===== src/rtl/de1_input_pkg.sv =====
// Shared sizes and reset-sequencer state encoding for the DE1 input conditioner.
package de1_input_pkg;

  localparam int unsigned NUM_KEYS = 4;
  localparam int unsigned NUM_SW   = 10;

  typedef enum logic {
    HOLD = 1'b0,
    RUN  = 1'b1
  } seq_state_t;

endpackage


===== src/rtl/de1_input_conditioner_debounce_bit.sv =====
// One input bit: two-flop synchronizer, optional inversion, stability counter
// and the debounced level register.
module debounce_bit #(
  parameter int unsigned DEBOUNCE_CYCLES = 500000,
  parameter logic        SYNC_RESET_VAL  = 1'b0,
  parameter logic        INVERT          = 1'b0
) (
  input  logic clk,
  input  logic reset,
  input  logic raw,
  output logic level
);

  localparam int unsigned     CNT_W    = $clog2(DEBOUNCE_CYCLES);
  localparam logic [CNT_W-1:0] CNT_LAST = CNT_W'(DEBOUNCE_CYCLES - 1);

  logic             sync1;
  logic             sync2;
  logic             synced_c;
  logic [CNT_W-1:0] cnt;

  always_ff @(posedge clk or posedge reset) begin
    if (reset) begin
      sync1 <= SYNC_RESET_VAL;
      sync2 <= SYNC_RESET_VAL;
    end else begin
      sync1 <= raw;
      sync2 <= sync1;
    end
  end

  assign synced_c = sync2 ^ INVERT;

  // Any bounce back to the current level restarts the stability count.
  always_ff @(posedge clk or posedge reset) begin
    if (reset) begin
      cnt   <= '0;
      level <= 1'b0;
    end else if (synced_c == level) begin
      cnt <= '0;
    end else if (cnt == CNT_LAST) begin
      cnt   <= '0;
      level <= synced_c;
    end else begin
      cnt <= cnt + CNT_W'(1);
    end
  end

endmodule


===== src/rtl/de1_input_conditioner.sv =====
// DE1 board input conditioner: debounced keys/switches, key press pulses and a
// stretched core reset. Define INPUT_COND_PRESS_PULSE_EN to build key_press.
module de1_input_conditioner
  import de1_input_pkg::*;
#(
  parameter int unsigned DEBOUNCE_CYCLES = 500000,
  parameter int unsigned RESET_HOLD      = 1024
) (
  input  logic                clk,
  input  logic                reset,
  input  logic [NUM_KEYS-1:0] KEY,
  input  logic [NUM_SW-1:0]   SW,
  output logic [NUM_KEYS-1:0] key_db,
  output logic [NUM_SW-1:0]   sw_db,
  output logic [NUM_KEYS-1:0] key_press,
  output logic                sys_reset
);

  localparam int unsigned      HOLD_W    = $clog2(RESET_HOLD);
  localparam logic [HOLD_W-1:0] HOLD_LAST = HOLD_W'(RESET_HOLD - 1);

  seq_state_t        state;
  logic [HOLD_W-1:0] hold_cnt;
  logic              key0_rise_c;

  // Keys idle high on the board, so their synchronizers reset to 1 and invert.
  for (genvar i = 0; i < NUM_KEYS; i++) begin : g_key
    debounce_bit #(
      .DEBOUNCE_CYCLES(DEBOUNCE_CYCLES),
      .SYNC_RESET_VAL (1'b1),
      .INVERT         (1'b1)
    ) u_db (
      .clk  (clk),
      .reset(reset),
      .raw  (KEY[i]),
      .level(key_db[i])
    );
  end

  for (genvar i = 0; i < NUM_SW; i++) begin : g_sw
    debounce_bit #(
      .DEBOUNCE_CYCLES(DEBOUNCE_CYCLES),
      .SYNC_RESET_VAL (1'b0),
      .INVERT         (1'b0)
    ) u_db (
      .clk  (clk),
      .reset(reset),
      .raw  (SW[i]),
      .level(sw_db[i])
    );
  end

`ifdef INPUT_COND_PRESS_PULSE_EN
  logic [NUM_KEYS-1:0] key_db_q;

  always_ff @(posedge clk or posedge reset) begin
    if (reset) begin
      key_db_q  <= '0;
      key_press <= '0;
    end else begin
      key_db_q  <= key_db;
      key_press <= key_db & ~key_db_q;
    end
  end

  assign key0_rise_c = key_db[0] & ~key_db_q[0];
`else
  logic key0_q;

  always_ff @(posedge clk or posedge reset) begin
    if (reset) begin
      key0_q <= 1'b0;
    end else begin
      key0_q <= key_db[0];
    end
  end

  assign key_press   = '0;
  assign key0_rise_c = key_db[0] & ~key0_q;
`endif

  // Reset sequencer: a KEY[0] press (re)starts a full hold interval.
  always_ff @(posedge clk or posedge reset) begin
    if (reset) begin
      state     <= HOLD;
      hold_cnt  <= '0;
      sys_reset <= 1'b1;
    end else begin
      case (state)
        HOLD: begin
          if (key0_rise_c) begin
            hold_cnt <= '0;
          end else if (hold_cnt == HOLD_LAST) begin
            state     <= RUN;
            hold_cnt  <= '0;
            sys_reset <= 1'b0;
          end else begin
            hold_cnt <= hold_cnt + HOLD_W'(1);
          end
        end
        RUN: begin
          if (key0_rise_c) begin
            state     <= HOLD;
            hold_cnt  <= '0;
            sys_reset <= 1'b1;
          end
        end
      endcase
    end
  end

endmodule


===== config.mk =====
export PLATFORM = sky130hd
export DESIGN_NAME = de1_input_conditioner
export DESIGN_NICKNAME = d
export VERILOG_FILES = /design/src/rtl/de1_input_pkg.sv /design/src/rtl/de1_input_conditioner_debounce_bit.sv /design/src/rtl/de1_input_conditioner.sv
export SDC_FILE = /design/constraint.sdc
export NUM_CORES = 1
export LEC_CHECK = 0
export BUFFER_PORTS_ARGS = -buffer_cell sky130_fd_sc_hd__buf_4
export CAP_MARGIN = 10
export CELL_PAD_IN_SITES_DETAIL_PLACEMENT = 1
export CELL_PAD_IN_SITES_GLOBAL_PLACEMENT = 2
export CORE_MARGIN = 10
export CORE_UTILIZATION = 37
export DETAILED_ROUTE_END_ITERATION = 6
export MAX_ROUTING_LAYER = met4
export PLACE_DENSITY = 0.84
export SYNTH_ARGS = -nofsm -noshare
export SYNTH_HDL_FRONTEND = slang
export SYNTH_SLANG_ARGS = --single-unit

===== constraint.sdc =====
create_clock -name clk -period 9.7 [get_ports clk]
set_clock_uncertainty 0.15 [all_clocks]
set_input_delay 0.485 -clock clk [delete_from_list [all_inputs] [get_ports clk]]
set_output_delay 0.485 -clock clk [all_outputs]
set_load 0.05 [all_outputs]

==> flow_metrics.tcl <==
set metrics [dict create \
    first_pass_iters 4 \
    rows 74 \
    grt_usage_pct 13.85 \
    detail_route.wl_per_cell_um 15.31 \
    postRouteAntennaNets 0 \
    insertion_delay_ns 0.55 \
    synth.distinct_cells 50 \
    ctsHtreeMaxLevel 2 \
    p_leak_uw 0.006842 \
    status "complete, no violations" \
    syn2layout_area_growth_pct 13.93 \
    powerDensity_nw_per_um2 169.4 \
    root_buffer "clkbuf_16" \
    core-area_um2 41020 \
    tns_ns 0 \
    use_met3_pct 2.391 \
    peakVddDrop_mv 0.1148 \
    hold_viol 0 \
    rsz0062_at_grt "no" \
    pin_count 35 \
    start_util_pct 37.56 \
    maxSlewHeadroom_pct 31.45 \
    setup_viol 0 \
    clk_path_buf_depth 3 \
    grt_max_degree 107 \
    vias 11410 \
    final_layout_size_suffix_gt1_share_pct 9.327 \
    maxCapViolations 0 \
    tightest_slew_ns 1.028 \
    antenna_cells 0 \
    layout.cells.non_filler 2151 \
    finalNetCount 1621 \
    worstPathRequired_ns 10.13 \
    clk_pin_slew_ns 0.06 \
    routed_wl_um 32940 \
    synthCells 1544 \
    fp.dieH_um 224.1 \
    path_class "input port to asynchronous set/reset pin" \
    grt_pass1_wl_um 58460 \
    io_buffers 30 \
    die_x_um 224.1 \
    post-route-period-util_pct 30.75 \
    placed_cells 2066 \
    grt-ovfl-total 0 \
    remaining_drc_errors 0 \
    fmax_mhz 335.3 \
    start_kind "input port" \
    first_global_vias 12110 \
    grt_use_met1_pct 16.79 \
    design_power_total_uw 2974 \
    r2r_slack_ns 7.27 \
    antenna_found_initial 0 \
    final_cell_mix "dfrtp_1, nor2_1, xnor2_1, nand2_1, a21oi_1" \
    crit_path_end_kind "asynchronous set/reset pin" \
    cts.sinks 321 \
    cp_max_fo 106 \
    globalplace.congestion 0.7469 \
    hold_class "flop to flop" \
    drt-initial-drc-count 573 \
    syn_avg_cell_area_um2 9.979 \
    fin_crit_ns 2.982 \
    post_cts.repair.setup_buffers 0 \
    cts_resized 0 \
    mostFrequentLayoutCell "dfrtp_1" \
    ys_warn_count 0 \
    die_area_um2 50200 \
    synth_area_um2 15410 \
    synth-seq-area-share_pct 52.21 \
    ys.flop_type "dfrtp_1" \
    ys_seq_elements 321 \
    async_reset_ff_share_pct 100.0 \
    grt.busiest_layer "met2" \
    use_met2_pct 23.06 \
    cts_buffers 39 \
    synth_edf_count 0 \
    slew_viol_final 0 \
    critical_path_arrival_ns 3.42 \
    dp_hpwl_um 21610 \
    cts_tree "done" \
    vias_per_cell 5.304 \
]
[metrics by stage]
step | hold WS, ns | utilization, % | area (um^2) | setup slack, ns
floorplan | 0.1812 | - | 15420 | 0.1953
global placement | 0.1831 | 39.21 | 16080 | 6.512
detailed placement | 0.1894 | 39.21 | 16080 | 6.469
CTS | 0.1989 | 42.79 | 17550 | 6.508
global route | 0.2039 | 42.79 | 17550 | 6.191
finish | 0.1925 | 42.79 | 17550 | 6.718
[sequential cells by signal, summed over array words and instances (netlist names)]
name and flops:
g_key.u_db.level 4, g_key.u_db.sync1 4, g_key.u_db.sync2 4, g_sw.u_db.level 10, sys_reset 1, g_sw.u_db.sync2 10
g_sw.u_db.sync1 10, hold_cnt 10, key0_q 1, state 1, g_sw.u_db.cnt 190, g_key.u_db.cnt 76
[area by class of cell]
type,instances,area (um^2)
tap,532,665.6
inverter,45,176.4
timing repair buffer,54,442.9
clock inverter,13,172.7
clock buffer,57,1146
fill,4613,23460
multi-input combinational,1129,6905
sequential,321,8044
[final timing paths]
check	from	to	cells after the start
max in group clk	g_sw[3].u_db.cnt[11]	g_sw[3].u_db.cnt[8]	4
min in group asynchronous	reset	g_sw[3].u_db.sync1	3
max reg2reg	g_sw[3].u_db.cnt[11]	g_sw[3].u_db.cnt[8]	4
max	reset	g_sw[1].u_db.cnt[2]	5
min reg2reg	g_sw[0].u_db.sync1	g_sw[0].u_db.sync2	0
min	g_sw[0].u_db.sync1	g_sw[0].u_db.sync2	0
[layer usage]
metal / share of wire, % / wire length (um)
met4: 2.1 / 706
met2: 48 / 15870
met3: 2.9 / 946
met1: 47 / 15410
met5: 0 / 0
[Yosys cell counts (5+ instances only)]
library cell,number,area (um^2)
dfstp_2,9,236.5
nand3_1,82,410.4
o21ai_4,7,113.9
o21ai_1,6,30.03
nor4b_1,7,61.31
nand4_1,66,412.9
clkbuf_1,24,90.09
inv_1,45,168.9
o31ai_1,32,240.2
xnor2_1,116,1016
or3_1,51,319.1
nand3b_1,7,52.55
ha_1,15,187.7
or4_1,52,390.4
nor3_1,34,170.2
mux2_2,10,112.6
and2_1,16,100.1
or4_4,5,56.30
or4b_1,8,80.08
or2_2,13,81.33
dfrtp_1,312,7807
a21oi_1,84,420.4
nor2_1,218,818.3
buf_4,23,172.7
o21ai_0,50,250.2
and4_1,22,192.7
nor4_1,35,219.0
nand2_1,98,367.9
xor2_1,64,560.5
[worst max-delay path, stage by stage]
cell and delay [ns]:
dlygate4sd3_1 0.55, buf_4 0.16, inv_8 0.45, buf_4 0.92
buf_4 0.77
[power breakdown]
| group | leakage (uW) | internal, uW | switching, uW |
|---|---|---|---|
| sequential | 0.00436 | 1360 | 18.6 |
| combinational | 0.00184 | 27.6 | 66.0 |
| clock | 0.000641 | 925 | 575 |
| total | 0.00684 | 2310 | 660 |
[cell families (layout without fill, tap and decap cells)]
kind of cell	Yosys count	count (layout)	synth area share, %
and+or+nand+nor	733	733	25.26
adders and majority gates	15	15	1.218
xor gates and xnor gates	180	180	10.23
AOI/OAI and AO/OA	187	187	7.276
buffers and inverters	97	169	3.045
muxes	10	10	0.7309
DFF	321	321	52.21
other	1	4	0.02434
[timing repair]
item                                   in CTS  in global routing
hold buffers                               15                  0
setup endpoints to repair                   0                  0
endpoints found under the hold margin     118                  0
No activity file was read; power rests on OpenSTA's default activity.
